`src/rtl/velocity_cell_ctrl_if.sv`:
```
// Bus bundle between the velocity cell controller, its cell memory,
// the motion-update unit and the host initialisation port.
//
// Handshakes (vel_out and vel_in): a word moves on a rising clock edge where
// both valid and ready are high. The sender holds valid and its payload
// stable until that edge. Valid never depends combinationally on ready.
// The host write port is a request/ack pair instead. The host holds
// host_wr_req, host_addr and host_data until it sees host_wr_ack. It then
// drops the request or presents the next one.
interface velocity_cell_ctrl_if #(
  parameter int DATA_WIDTH = 96,
  parameter int ADDR_WIDTH = 8
);
  logic [ADDR_WIDTH-1:0] mem_address;
  logic [DATA_WIDTH-1:0] mem_data;
  logic                  mem_rden;
  logic                  mem_wren;
  logic [DATA_WIDTH-1:0] mem_q;

  logic [DATA_WIDTH-1:0] vel_out;
  logic [ADDR_WIDTH-1:0] vel_out_id;
  logic                  vel_out_valid;
  logic                  vel_out_ready;

  logic [DATA_WIDTH-1:0] vel_in;
  logic                  vel_in_valid;
  logic                  vel_in_ready;

  logic                  host_wr_req;
  logic [ADDR_WIDTH-1:0] host_addr;
  logic [DATA_WIDTH-1:0] host_data;
  logic                  host_wr_ack;

  modport master (
    output mem_address, mem_data, mem_rden, mem_wren,
    input  mem_q,
    output vel_out, vel_out_id, vel_out_valid,
    input  vel_out_ready,
    input  vel_in, vel_in_valid,
    output vel_in_ready,
    input  host_wr_req, host_addr, host_data,
    output host_wr_ack
  );

  modport slave (
    input  mem_address, mem_data, mem_rden, mem_wren,
    output mem_q,
    input  vel_out, vel_out_id, vel_out_valid,
    output vel_out_ready,
    output vel_in, vel_in_valid,
    input  vel_in_ready,
    output host_wr_req, host_addr, host_data,
    input  host_wr_ack
  );
endinterface

```
`src/rtl/velocity_cell_ctrl.sv`:
```
// Velocity cell controller. Address 0 of the cell memory holds the particle
// count N. A pass reads each velocity 1..N and sends it to the motion-update
// unit. It then writes the returned velocity back in place. While idle, the
// host can initialise the memory.
// Every strobe and bus output is registered. Its value is computed from the
// next state, so it lines up with the state it belongs to.
module velocity_cell_ctrl #(
  parameter int DATA_WIDTH   = 96,
  parameter int PARTICLE_NUM = 220,
  parameter int ADDR_WIDTH   = 8,
  parameter int RD_LAT       = 2
) (
  input  logic                clk,
  input  logic                rst_n,
  input  logic                start,
  output logic                busy,
  output logic                done,
  output logic                count_err,
  output logic [3:0]          state_dbg,
  velocity_cell_ctrl_if.master bus
);

  typedef enum logic [3:0] {
    IDLE     = 4'd0,
    RD_CNT   = 4'd1,
    WAIT_CNT = 4'd2,
    RD_VEL   = 4'd3,
    WAIT_VEL = 4'd4,
    SEND     = 4'd5,
    RECV     = 4'd6,
    WR       = 4'd7,
    DONE     = 4'd8
  } state_t;

  localparam int WCW = (RD_LAT > 1) ? $clog2(RD_LAT) : 1;
  localparam logic [WCW-1:0]        WAIT_LAST = WCW'(RD_LAT - 1);
  localparam logic [ADDR_WIDTH-1:0] MAX_ID    = ADDR_WIDTH'(PARTICLE_NUM - 1);
  localparam logic [ADDR_WIDTH-1:0] FIRST_ID  = ADDR_WIDTH'(1);

  state_t                state, state_n;
  logic [WCW-1:0]        wait_cnt;
  logic                  wait_last;
  logic [ADDR_WIDTH-1:0] p, p_n;
  logic [ADDR_WIDTH-1:0] n_cnt, n_n;
  logic [ADDR_WIDTH-1:0] raw_cnt;
  logic                  err_n;
  logic                  rden_n, wren_n, ack_n, vout_load;
  logic [ADDR_WIDTH-1:0] addr_n;
  logic [DATA_WIDTH-1:0] data_n;
  logic                  busy_n, done_n, vov_n, vir_n;

  assign state_dbg = state;
  assign wait_last = (wait_cnt == WAIT_LAST);

  // State register.
  always_ff @(posedge clk or negedge rst_n) begin
    if (!rst_n) state <= IDLE;
    else        state <= state_n;
  end

  // Next state, pointer/count updates and next values of registered outputs.
  always_comb begin
    state_n   = state;
    p_n       = p;
    n_n       = n_cnt;
    err_n     = count_err;
    rden_n    = 1'b0;
    wren_n    = 1'b0;
    ack_n     = 1'b0;
    addr_n    = '0;
    data_n    = '0;
    vout_load = 1'b0;
    raw_cnt   = bus.mem_q[ADDR_WIDTH-1:0];

    case (state)
      IDLE: begin
        // The host wins over start. A request that is already being acked
        // is not taken twice.
        if (bus.host_wr_req) begin
          if (!bus.host_wr_ack) begin
            wren_n = 1'b1;
            ack_n  = 1'b1;
            addr_n = bus.host_addr;
            data_n = bus.host_data;
          end
        end else if (start) begin
          state_n = RD_CNT;
          p_n     = FIRST_ID;
        end
      end
      RD_CNT:   state_n = WAIT_CNT;
      WAIT_CNT: begin
        if (wait_last) begin
          if (raw_cnt > MAX_ID) begin
            n_n   = MAX_ID;
            err_n = 1'b1;
          end else begin
            n_n = raw_cnt;
          end
          state_n = (raw_cnt == '0) ? DONE : RD_VEL;
        end
      end
      RD_VEL:   state_n = WAIT_VEL;
      WAIT_VEL: begin
        if (wait_last) begin
          vout_load = 1'b1;
          state_n   = SEND;
        end
      end
      SEND: if (bus.vel_out_valid && bus.vel_out_ready) state_n = RECV;
      RECV: if (bus.vel_in_valid && bus.vel_in_ready)   state_n = WR;
      WR: begin
        if (p == n_cnt) begin
          state_n = DONE;
        end else begin
          p_n     = p + FIRST_ID;
          state_n = RD_VEL;
        end
      end
      DONE: begin
        // A host request held pending through the pass is served in the
        // first IDLE cycle.
        state_n = IDLE;
        if (bus.host_wr_req) begin
          wren_n = 1'b1;
          ack_n  = 1'b1;
          addr_n = bus.host_addr;
          data_n = bus.host_data;
        end
      end
      default: state_n = IDLE;
    endcase

    case (state_n)
      RD_CNT: rden_n = 1'b1;
      RD_VEL: begin
        rden_n = 1'b1;
        addr_n = p_n;
      end
      WR: begin
        wren_n = 1'b1;
        addr_n = p;
        data_n = bus.vel_in;
      end
      default: ;
    endcase

    busy_n = !(state_n inside {IDLE, DONE});
    done_n = (state_n == DONE);
    vov_n  = (state_n == SEND);
    vir_n  = (state_n == RECV);
  end

  // Datapath registers and registered outputs.
  always_ff @(posedge clk or negedge rst_n) begin
    if (!rst_n) begin
      wait_cnt          <= '0;
      p                 <= FIRST_ID;
      n_cnt             <= '0;
      count_err         <= 1'b0;
      busy              <= 1'b0;
      done              <= 1'b0;
      bus.mem_rden      <= 1'b0;
      bus.mem_wren      <= 1'b0;
      bus.mem_address   <= '0;
      bus.mem_data      <= '0;
      bus.host_wr_ack   <= 1'b0;
      bus.vel_out_valid <= 1'b0;
      bus.vel_in_ready  <= 1'b0;
      bus.vel_out       <= '0;
      bus.vel_out_id    <= '0;
    end else begin
      wait_cnt          <= ((state_n == state) && (state inside {WAIT_CNT, WAIT_VEL}))
                           ? wait_cnt + WCW'(1) : '0;
      p                 <= p_n;
      n_cnt             <= n_n;
      count_err         <= err_n;
      busy              <= busy_n;
      done              <= done_n;
      bus.mem_rden      <= rden_n;
      bus.mem_wren      <= wren_n;
      bus.mem_address   <= addr_n;
      bus.mem_data      <= data_n;
      bus.host_wr_ack   <= ack_n;
      bus.vel_out_valid <= vov_n;
      bus.vel_in_ready  <= vir_n;
      if (vout_load) begin
        bus.vel_out    <= bus.mem_q;
        bus.vel_out_id <= p;
      end
    end
  end

endmodule

```
`src/flat_wrapper.sv`:
```
// flat-port wrapper written by rule: the top's interface ports become plain ports
module velocity_cell_ctrl_flat 
#(
  parameter int DATA_WIDTH   = 96,
  parameter int PARTICLE_NUM = 220,
  parameter int ADDR_WIDTH   = 8,
  parameter int RD_LAT       = 2
)
  (clk, rst_n, start, busy, done, count_err, state_dbg, bus_mem_address, bus_mem_data, bus_mem_rden, bus_mem_wren, bus_mem_q, bus_vel_out, bus_vel_out_id, bus_vel_out_valid, bus_vel_out_ready, bus_vel_in, bus_vel_in_valid, bus_vel_in_ready, bus_host_wr_req, bus_host_addr, bus_host_data, bus_host_wr_ack);
  velocity_cell_ctrl_if #(.DATA_WIDTH(DATA_WIDTH), .ADDR_WIDTH(ADDR_WIDTH)) bus_i ();
  input  logic clk;
  input  logic rst_n;
  input  logic start;
  output logic busy;
  output logic done;
  output logic count_err;
  output logic [3:0] state_dbg;
  output wire logic [$bits(bus_i.mem_address)-1:0] bus_mem_address;
  output wire logic [$bits(bus_i.mem_data)-1:0] bus_mem_data;
  output wire logic [$bits(bus_i.mem_rden)-1:0] bus_mem_rden;
  output wire logic [$bits(bus_i.mem_wren)-1:0] bus_mem_wren;
  input wire logic [$bits(bus_i.mem_q)-1:0] bus_mem_q;
  output wire logic [$bits(bus_i.vel_out)-1:0] bus_vel_out;
  output wire logic [$bits(bus_i.vel_out_id)-1:0] bus_vel_out_id;
  output wire logic [$bits(bus_i.vel_out_valid)-1:0] bus_vel_out_valid;
  input wire logic [$bits(bus_i.vel_out_ready)-1:0] bus_vel_out_ready;
  input wire logic [$bits(bus_i.vel_in)-1:0] bus_vel_in;
  input wire logic [$bits(bus_i.vel_in_valid)-1:0] bus_vel_in_valid;
  output wire logic [$bits(bus_i.vel_in_ready)-1:0] bus_vel_in_ready;
  input wire logic [$bits(bus_i.host_wr_req)-1:0] bus_host_wr_req;
  input wire logic [$bits(bus_i.host_addr)-1:0] bus_host_addr;
  input wire logic [$bits(bus_i.host_data)-1:0] bus_host_data;
  output wire logic [$bits(bus_i.host_wr_ack)-1:0] bus_host_wr_ack;
  assign bus_mem_address = bus_i.mem_address;
  assign bus_mem_data = bus_i.mem_data;
  assign bus_mem_rden = bus_i.mem_rden;
  assign bus_mem_wren = bus_i.mem_wren;
  assign bus_i.mem_q = bus_mem_q;
  assign bus_vel_out = bus_i.vel_out;
  assign bus_vel_out_id = bus_i.vel_out_id;
  assign bus_vel_out_valid = bus_i.vel_out_valid;
  assign bus_i.vel_out_ready = bus_vel_out_ready;
  assign bus_i.vel_in = bus_vel_in;
  assign bus_i.vel_in_valid = bus_vel_in_valid;
  assign bus_vel_in_ready = bus_i.vel_in_ready;
  assign bus_i.host_wr_req = bus_host_wr_req;
  assign bus_i.host_addr = bus_host_addr;
  assign bus_i.host_data = bus_host_data;
  assign bus_host_wr_ack = bus_i.host_wr_ack;
  velocity_cell_ctrl #(.DATA_WIDTH(DATA_WIDTH), .PARTICLE_NUM(PARTICLE_NUM), .ADDR_WIDTH(ADDR_WIDTH), .RD_LAT(RD_LAT)) u_core (.clk(clk), .rst_n(rst_n), .start(start), .busy(busy), .done(done), .count_err(count_err), .state_dbg(state_dbg), .bus(bus_i));
endmodule
```
`config.mk`:
```
export PLATFORM = sky130hd
export DESIGN_NAME = velocity_cell_ctrl_flat
export DESIGN_NICKNAME = d
export VERILOG_FILES = /design/src/rtl/velocity_cell_ctrl_if.sv /design/src/rtl/velocity_cell_ctrl.sv /design/src/flat_wrapper.sv
export SDC_FILE = /design/constraint.sdc
export NUM_CORES = 1
export LEC_CHECK = 0
export CORE_AREA = 2 2 201 203
export CTS_CLUSTER_DIAMETER = 60
export CTS_CLUSTER_SIZE = 20
export DETAILED_ROUTE_END_ITERATION = 8
export DIE_AREA = 0 0 203 205
export PLACE_DENSITY = 0.52
export SYNTH_ARGS = -nofsm -noshare
export SYNTH_HDL_FRONTEND = slang
export SYNTH_SLANG_ARGS = --single-unit
```
`constraint.sdc`:
```
create_clock -name clk -period 5.79 [get_ports clk]
set_input_delay 0.579 -clock clk [delete_from_list [all_inputs] [get_ports clk]]
set_output_delay 0.579 -clock clk [all_outputs]
set_load 0.01 [all_outputs]
```
**Yosys cells after proc, flatten, opt, wreduce, memory -nomap -nowiden**

Cells that the tools add are included.

- Bits in registers: 237
- Latch bits: 0
- Bits in writable memories: 0
- ROM bits: 0
- Logic and storage cells: 80
- Memories kept: 0

- $add $sub $neg: 2
- $mul: 0
- Divide/modulo/power cells: 0
- Order comparisons: 1
- Equal/unequal tests: 16
- Shift operators: 0
- Multiplexer cells: 33
- Bitwise gates (word level): 0
- Reduce and logical (&&, ||, !) cells: 12

Operators with widths:

| operator | count |
|---|---|
| $mux 96 | 4 |
| $pmux 96 s2 | 1 |
| $mux 8 | 7 |
| $pmux 8 s2 | 3 |
| $mux 4 | 8 |
| $pmux 4 s8 | 1 |
| $eq 4x3->1 const B | 7 |
| $eq 4x2->1 const B | 3 |
| $add 8x1->8 const B | 1 |
| $eq 4x1->1 const B | 2 |
| $eq 4x4->1 const B | 2 |
| $eq 8x8->1 | 1 |
| $gt 8x8->1 const B | 1 |
| $logic_not 4->1 | 2 |
| $logic_not 8->1 | 1 |
| $mux 1 | 8 |
| $eq 4x4->1 | 1 |
| $reduce_bool 2->1 | 2 |
| $logic_and 1x1->1 | 3 |
| $reduce_and 3->1 | 1 |
| $pmux 1 s2 | 1 |
| $reduce_and 2->1 | 1 |
| $reduce_or 2->1 | 1 |
| $add 1x1->1 const B | 1 |
| $logic_not 1->1 | 1 |

**Longest topological paths before layout**

Gate-level depths: netlist of the first run.

- Word-level depth: 7
- Mapped depth: 7

**Worst setup path after synthesis of the first run**

OpenSTA, ideal clock, no wires.

- Path type: register to register
- Start: register u_core.p[0]
- End: register u_core.bus.mem_address[4]
- Arrival: 1877 ps
- Data required time: 5666 ps
- Setup slack: 3789 ps
- Stages on the path, launching flop included: 8
- Buffers on the path: 2
- Clock period less this slack: 2001 ps
- Cell sequence: dfstp_2 > clkbuf_1 > xnor2_1 > nand4_1 > o21ai_0 > buf_2 > o31ai_1 > a211o_1

- Cells in the longest elaborated chain, start to end: 5
- Elaborated cells between the ends (all ways): 9

Ends and longest elaborated chain:

| item | RTL line | RTL |
|---|---|---|
| start, declared | velocity_cell_ctrl.sv:43 | `logic [ADDR_WIDTH-1:0] p, p_n;` |
| start signal, assigned | velocity_cell_ctrl.sv:175 | `p <= p_n;` |
| branches (longest 4 deep; another with $add 8x1->8) | - |  |
| $pmux 8 s2 * | velocity_cell_ctrl.sv:134 | `case (state_n)` |
| via u_core.addr_n[4] | velocity_cell_ctrl.sv:48 | `logic [ADDR_WIDTH-1:0] addr_n;` |
| end signal, assigned | velocity_cell_ctrl.sv:182 | `bus.mem_address <= addr_n;` |
| end, declared | velocity_cell_ctrl_if.sv:35 | `output mem_address, mem_data, mem_rden, mem_wren,` |

Mark *: on every way through the listed nets, which the timed path passes.
A chain may end at the register's enable or synchronous reset.

**Worst setup path in the final report of the first run**

- Start: register u_core.state[3] (netlist: u_core.state_dbg[3])
- End: register u_core.bus.vel_out[59]

- Cells in the longest elaborated chain, start to end: 2

Ends and longest elaborated chain:

| item | RTL line | RTL |
|---|---|---|
| start, declared | velocity_cell_ctrl.sv:40 | `state_t state, state_n;` |
| start signal, assigned | velocity_cell_ctrl.sv:58 | `else state <= state_n;` |
| $eq 4x3->1 | velocity_cell_ctrl.sv:75 | `case (state)` |
| $mux 1 | velocity_cell_ctrl.sv:75 |  |
| end signal, assigned | velocity_cell_ctrl.sv:188 | `bus.vel_out <= bus.mem_q;` |
| end, declared | velocity_cell_ctrl_if.sv:37 | `output vel_out, vel_out_id, vel_out_valid,` |

Every way passes these cells.

==> out/metrics.csv, run 1 <==
metric,value,unit
status,"finished, final reports clean",
Site Rows,73,
die area,41600,sq um
max cap viols,0,
cell accounting for the most synthesized area,dfrtp_1,
clk_skew,0.0239,ns
Ys Warns,0,
max_slew headroom,30.4,%
final worst slack,2.98,ns
hold_buf cts,0,
Synth cell types,49,
Inserted Clock Buffers,30,
initial antenna violation count,1,
register area share after synthesis,64.8,%
Setup crit start kind,flip-flop,
dominant cells by area after synthesis,"dfrtp_1 64%, a22o_1 9.3%, mux2_2 8.4%",
"critical path fanouts, max",57,
drt pass-1 iters,4,
routed vias/inst,4.25,
Top Layer Used,met4,
total number of vias,7203,
first-pass GRT wire length,47800,microns
GPL Wtd Cong,0.780,
final setup fails,0,
"FF+latch count, synth",237,
Max Slew Vio Count,0,
syn avg cell area,14.7,sq um
vias in the first global route,7555,
DR WL/cell,19.3,microns
wl on met1,12600,microns
number of port buffers,521,
number of synthesized flops with an enable pin,0,
Syn Nets,928,
final-stage net count,1446,
Clock transition at path regs,0.07,ns
Reg2Reg Depth,4,
total grt overflow,0,
worst-margin pin slew,1.04,ns
Clock Latency Late Sink,0.57,ns
RSZ-0062 raised after global routing,no,
Synth Flop Type,dfrtp_1,
die height,205,microns
Final Hold Violating Endpoints,0,
die width,203,microns
Synth Cell Area,9160,sq um
ys async rst share,100,%
initial DRC count,258,
CTS tree,done,
Detailed Route WL,32700,microns
minimum clock period,2.81,ns
cts repair resizes,0,
Worst EP required,6.23,ns
Post-DRT Antenna Nets,0,
post-synth top area share,64.5,%
hpwl dp,24600,microns
Final TNS setup,0,ns
Gate Count Post-Synth,625,
starting density of the core,23.3,%
Max Buffers Root-to-Sink,3,
layout cells sized above 1,15.0,%
Critical Path Sink Type,flip-flop,
leakage power,6.81,nW
Setup Buffers After CTS,0,
core area,39400,sq um
Area growth syn-to-layout,73.9,%
# DRC,0,
pwr/cell area,448,nW/um^2
maximum vdd drop,225,uV
period utilisation layout,48.6,%
CTS Sinks,237,
critical path start-end classification,flip-flop to flip-flop,
I/O Pins,522,
pin count of the biggest net entering global routing,134,
CTS Root Cell,clkbuf_16,
GRT Util Overall,15.1,%
met3 WL,3070,microns
min-delay worst type,input pin to asynchronous set/reset pin,
CP Data Arrival Time,3.25,ns
metal2 WL,16300,microns
Setup WS pre-CTS,2.99,ns
fmax,355,MHz
Synth top cells by count,"236 x dfrtp_1, 97 x a22o_1, 68 x mux2_2",
H-tree levels,1,
top-count cell post-synth,dfrtp_1,
==> state kept, by name, summed over array words and instances (netlist names), 4 cells and up <==
signal / cells
u_core.n_cnt: 8
u_core.state_dbg: 4
u_core.bus.mem_address: 8
u_core.bus.vel_out: 96
u_core.bus.mem_data: 96
u_core.p: 8
u_core.bus.vel_out_id: 8
==> layout make-up <==
class,count,area (sq um)
clock buffers,30,751
flip-flops and latches,237,5930
clock inverters,26,283
repair buffers,527,5280
diodes,1,2.50
well taps,525,657
fillers,3759,23400
inverters,10,37.5
multi-input cells,337,2990
==> report_power, final <==
part           internal, mW  switching [mW]  leakage, nW  total (mW)
clock                  1.04           0.852        0.497        1.90
combinational          1.66            1.04         3.30        2.71
sequential             2.22           0.314         3.02        2.54
total                  4.93            2.21         6.81        7.14
==> kinds of logic (layout without fill, tap and decap cells) <==
family | after synthesis | after routing | synth area share, %
other cells | 0 | 1 | 0
mux | 106 | 106 | 14.5
fa+ha+maj | 1 | 1 | 0.137
buf+inv | 51 | 593 | 2.75
flops | 237 | 237 | 64.8
simple gates | 82 | 82 | 4.39
xor+xnor | 10 | 10 | 0.957
compound gates | 138 | 138 | 12.5
==> per-layer routing <==
metal  track usage (%)  up-vias
li1                  -     3338
met1              17.3     3485
met2              26.7      340
met3              4.98       40
met4              4.67        0
met5                 0        -
==> cell usage in the layout (no fill, tap or decap), drive strengths merged, types with 4 or more instances in the layout <==
master / count
nand2: 23
nor4: 4
nor3: 5
buf: 7
a21oi: 5
clkinv: 12
nand3: 6
and2: 4
xnor2: 10
clkdlybuf4s50: 520
inv: 20
a22oi: 4
a22o: 97
dfrtp: 236
o21ai: 7
nor2: 20
mux2: 104
clkbuf: 30
==> path summary, 6_finish.rpt <==
check                                    start                       to  slack, ns
min reg2reg                   u_core.count_err         u_core.count_err       0.46
max in group asynchronous                rst_n  u_core.bus.mem_data[53]       4.44
min                                      rst_n   u_core.bus.vel_out[48]       0.08
min in group clk              u_core.count_err         u_core.count_err       0.46
max                        u_core.state_dbg[3]   u_core.bus.vel_out[59]       2.98
max reg2reg                u_core.state_dbg[3]   u_core.bus.vel_out[59]       2.98
==> critical path: stages, from the launching register on <==
cell and delay [ns]:
dfrtp_1 0.47, nand2b_1 0.22, or4b_4 0.78, buf_4 0.68, mux2_2 0.41
==> stage by stage <==
| stage | area, sq um | hold slack [ns] | total power, mW | util (%) | std cells |
|---|---|---|---|---|---|
| after floorplan | 9160 | 0.283 | 3.72 | - | 625 |
| after global placement | 14900 | 0.441 | 5.31 | 37.8 | 1636 |
| after detailed placement | 14900 | 0.453 | 5.32 | 37.8 | 1636 |
| after CTS | 15900 | 0.142 | 7.27 | 40.5 | 1692 |
| after global routing | 15900 | 0.167 | 7.56 | 40.5 | 1692 |
| final | 15900 | 0.0815 | 7.14 | 40.5 | 1693 |
(Power assumes the default switching activity.)
==> run 2: changes to the inputs <==
--- a/config.mk
+++ b/config.mk
@@ -5,12 +5,12 @@
 export SDC_FILE = /design/constraint.sdc
 export NUM_CORES = 1
 export LEC_CHECK = 0
-export CORE_AREA = 2 2 201 203
+export CORE_AREA = 2 2 202 204
 export CTS_CLUSTER_DIAMETER = 60
 export CTS_CLUSTER_SIZE = 20
 export DETAILED_ROUTE_END_ITERATION = 8
-export DIE_AREA = 0 0 203 205
-export PLACE_DENSITY = 0.52
+export DIE_AREA = 0 0 204 206
+export PLACE_DENSITY = 0.54
 export SYNTH_ARGS = -nofsm -noshare
 export SYNTH_HDL_FRONTEND = slang
 export SYNTH_SLANG_ARGS = --single-unit
==> constraint.sdc (replaced) <==
create_clock -name clk -period 2.5 [get_ports clk]
set_input_delay 0.25 -clock clk [delete_from_list [all_inputs] [get_ports clk]]
set_output_delay 0.25 -clock clk [all_outputs]
set_load 0.01 [all_outputs]
==> run 2 against run 1 <==
  * Clock skew decreased by 0.00066 ns
  * Worst hold slack improved by 0.18 ns
  * Die area increased by 0.98%
  * Sequential share of layout area decreased by 0.54 points
  * Largest cell class unchanged
  * Global-route usage decreased by 0.15 points
  * Utilization decreased by 0.24 points
  * Critical endpoint is now u_core.bus.vel_out[29]
  * Cell count increased by 1.6%
  * First-iteration DRC count increased by 49%
==> out/metrics.csv, run 2 (synthesis results as in run 1) <==
metric,value,unit,change
Final TNS setup,0,ns,unchanged
Area growth syn-to-layout,76.5,%,was 73.9%
Max Buffers Root-to-Sink,3,,unchanged
R2R Setup Slk,0.25,ns,was 2.98 ns
Setup Buffers After CTS,0,,unchanged
P_int,11.6,mW,was 4.93 mW
final core occ,40.2,%,was 40.5%
Inserted Clock Buffers,30,,unchanged
Site Rows,74,,was 73
Multi-input gate area,2990,sq um,unchanged
I/O Pins,522,,unchanged
min-delay worst type,input pin to asynchronous set/reset pin,,unchanged
die width,204,microns,was 203 microns
Detailed Route WL,33200,microns,"was 32,700 microns"
Sequential Area,5930,sq um,unchanged
RSZ-0062 raised after global routing,no,,unchanged
vias in the first global route,7625,,"was 7,555"
clock share of power,26.5,%,was 26.6%
fill count,3826,,"was 3,759"
"most common cell after layout, fill and taps aside",clkdlybuf4s50_1,,unchanged
period utilisation layout,90.2,%,was 48.6%
most frequent cells in the layout,"520 x clkdlybuf4s50_1, 236 x dfrtp_1, 97 x a22o_1",,unchanged
fmax,444,MHz,was 355 MHz
Worst EP required,2.93,ns,was 6.23 ns
GRT Util Overall,14.9,%,was 15.1%
"critical path fanouts, max",106,,was 57
WHS,0.264,ns,was 0.0815 ns
max_slew headroom,49.1,%,was 30.4%
drt pass-1 iters,4,,unchanged
final-stage net count,1466,,"was 1,446"
register share of total power,35.2,%,was 35.5%
combinational share of power,38.3,%,was 37.9%
pin count of the biggest net entering global routing,107,,was 134
minimum clock period,2.25,ns,was 2.81 ns
GPL Wtd Cong,0.784,,was 0.780
Max Slew Vio Count,0,,unchanged
total number of vias,7265,,"was 7,203"
biggest regs,"u_core.bus.mem_data x96, u_core.bus.vel_out x96",,unchanged
status,"finished, final reports clean",,unchanged
Critical Path Sink Type,flip-flop,,unchanged
maximum vdd drop,433,uV,was 225 uV
die area,42000,sq um,"was 41,600 sq um"
final setup fails,0,,unchanged
# DRC,0,,unchanged
worst-margin pin slew,0.763,ns,was 1.04 ns
Clock Latency Late Sink,0.57,ns,about the same
Setup crit start kind,flip-flop,,unchanged
switching power,5.13,mW,was 2.21 mW
max cap viols,0,,unchanged
starting density of the core,22.8,%,was 23.3%
pwr/cell area,1040,nW/um^2,was 448 nW/um^2
Total Power,16.7,mW,was 7.14 mW
initial DRC count,384,,was 258
H-tree levels,1,,unchanged
Clock transition at path regs,0.07,ns,about the same
Final Hold Violating Endpoints,0,,unchanged
hpwl dp,25500,microns,"was 24,600 microns"
Post-DRT Antenna Nets,0,,unchanged
routed vias/inst,4.22,,was 4.25
leakage power,6.93,nW,was 6.81 nW
first-pass GRT wire length,47800,microns,about the same
critical path start-end classification,flip-flop to flip-flop,,unchanged
total grt overflow,0,,unchanged
CTS Root Cell,clkbuf_16,,unchanged
DR WL/cell,19.3,microns,about the same
Sw Share,30.7,%,was 30.9%
initial antenna violation count,3,,was 1
CTS tree,done,,unchanged
CP Data Arrival Time,2.69,ns,was 3.25 ns
clk_skew,0.0233,ns,was 0.0239 ns
core area,40200,sq um,"was 39,400 sq um"
number of port buffers,521,,unchanged
CTS Sinks,237,,unchanged
die height,206,microns,was 205 microns
layout cells sized above 1,16.3,%,was 15.0%
[run 2: cell type report]
class,instances,share of cell area [%]
clock inverter,23,1.49
sequential,237,36.7
multi-input combinational,337,18.5
tap,532,4.12
timing repair buffer,547,34.0
antenna,1,0.0155
clock buffer,33,4.97
inverter,10,0.232
[run 2: path summary, 6_finish.rpt]
path / cells past startpoint / end / start
max: 4 / u_core.bus.vel_out[29] / u_core.state_dbg[3]
min: 2 / u_core.bus.vel_out[45] / rst_n
max reg2reg: 4 / u_core.bus.vel_out[29] / u_core.state_dbg[3]
min reg2reg: 1 / u_core.count_err / u_core.count_err
max in group asynchronous: 3 / u_core.bus.mem_data[39] / rst_n
min in group clk: 2 / u_core.bus.mem_data[44] / bus_host_data[44]
[run 2: per-layer routing]
| metal | vias to the layer above | wire length, microns | track usage (%) | part of all wire (%) |
|---|---|---|---|---|
| li1 | 3378 | - | - | - |
| met4 | 4 | 980 | 4.30 | 3.0 |
| met3 | 53 | 2990 | 5.41 | 9.0 |
| met5 | - | 20 | 0 | 0.060 |
| met2 | 325 | 15900 | 25.0 | 48 |
| met1 | 3505 | 13200 | 18.1 | 40 |
[run 2: power groups by stage]
stage	registers (mW)	logic [mW]	clock network, mW
3_3_place_gp	5.96	6.43	0
6_report	5.90	6.41	4.44
4_1_cts	5.91	6.51	4.60
5_1_grt	6.06	6.85	4.76
3_5_place_dp	5.97	6.48	0
2_1_floorplan	6.41	2.21	0
[run 2: critical path: stages (launching register included)]
cell and delay (ns):
dfrtp_1 0.47, nand2b_1 0.25, or4b_4 0.56, buf_12 0.22
mux2_2 0.42
[run 2: timing repair]
item,in CTS,in global routing
gates resized for setup,0,0
setup endpoints to repair,0,0
endpoints found under the hold margin,63,0
hold buffers,1,0
[run 2: stage by stage]
stage	area (sq um)	setup WS [ns]	cells
after floorplan	9160	0.499	625
after global placement	15100	0.358	1662
after detailed placement	15100	0.354	1662
after CTS	16200	0.350	1719
after global routing	16200	0.237	1719
final	16200	0.246	1720
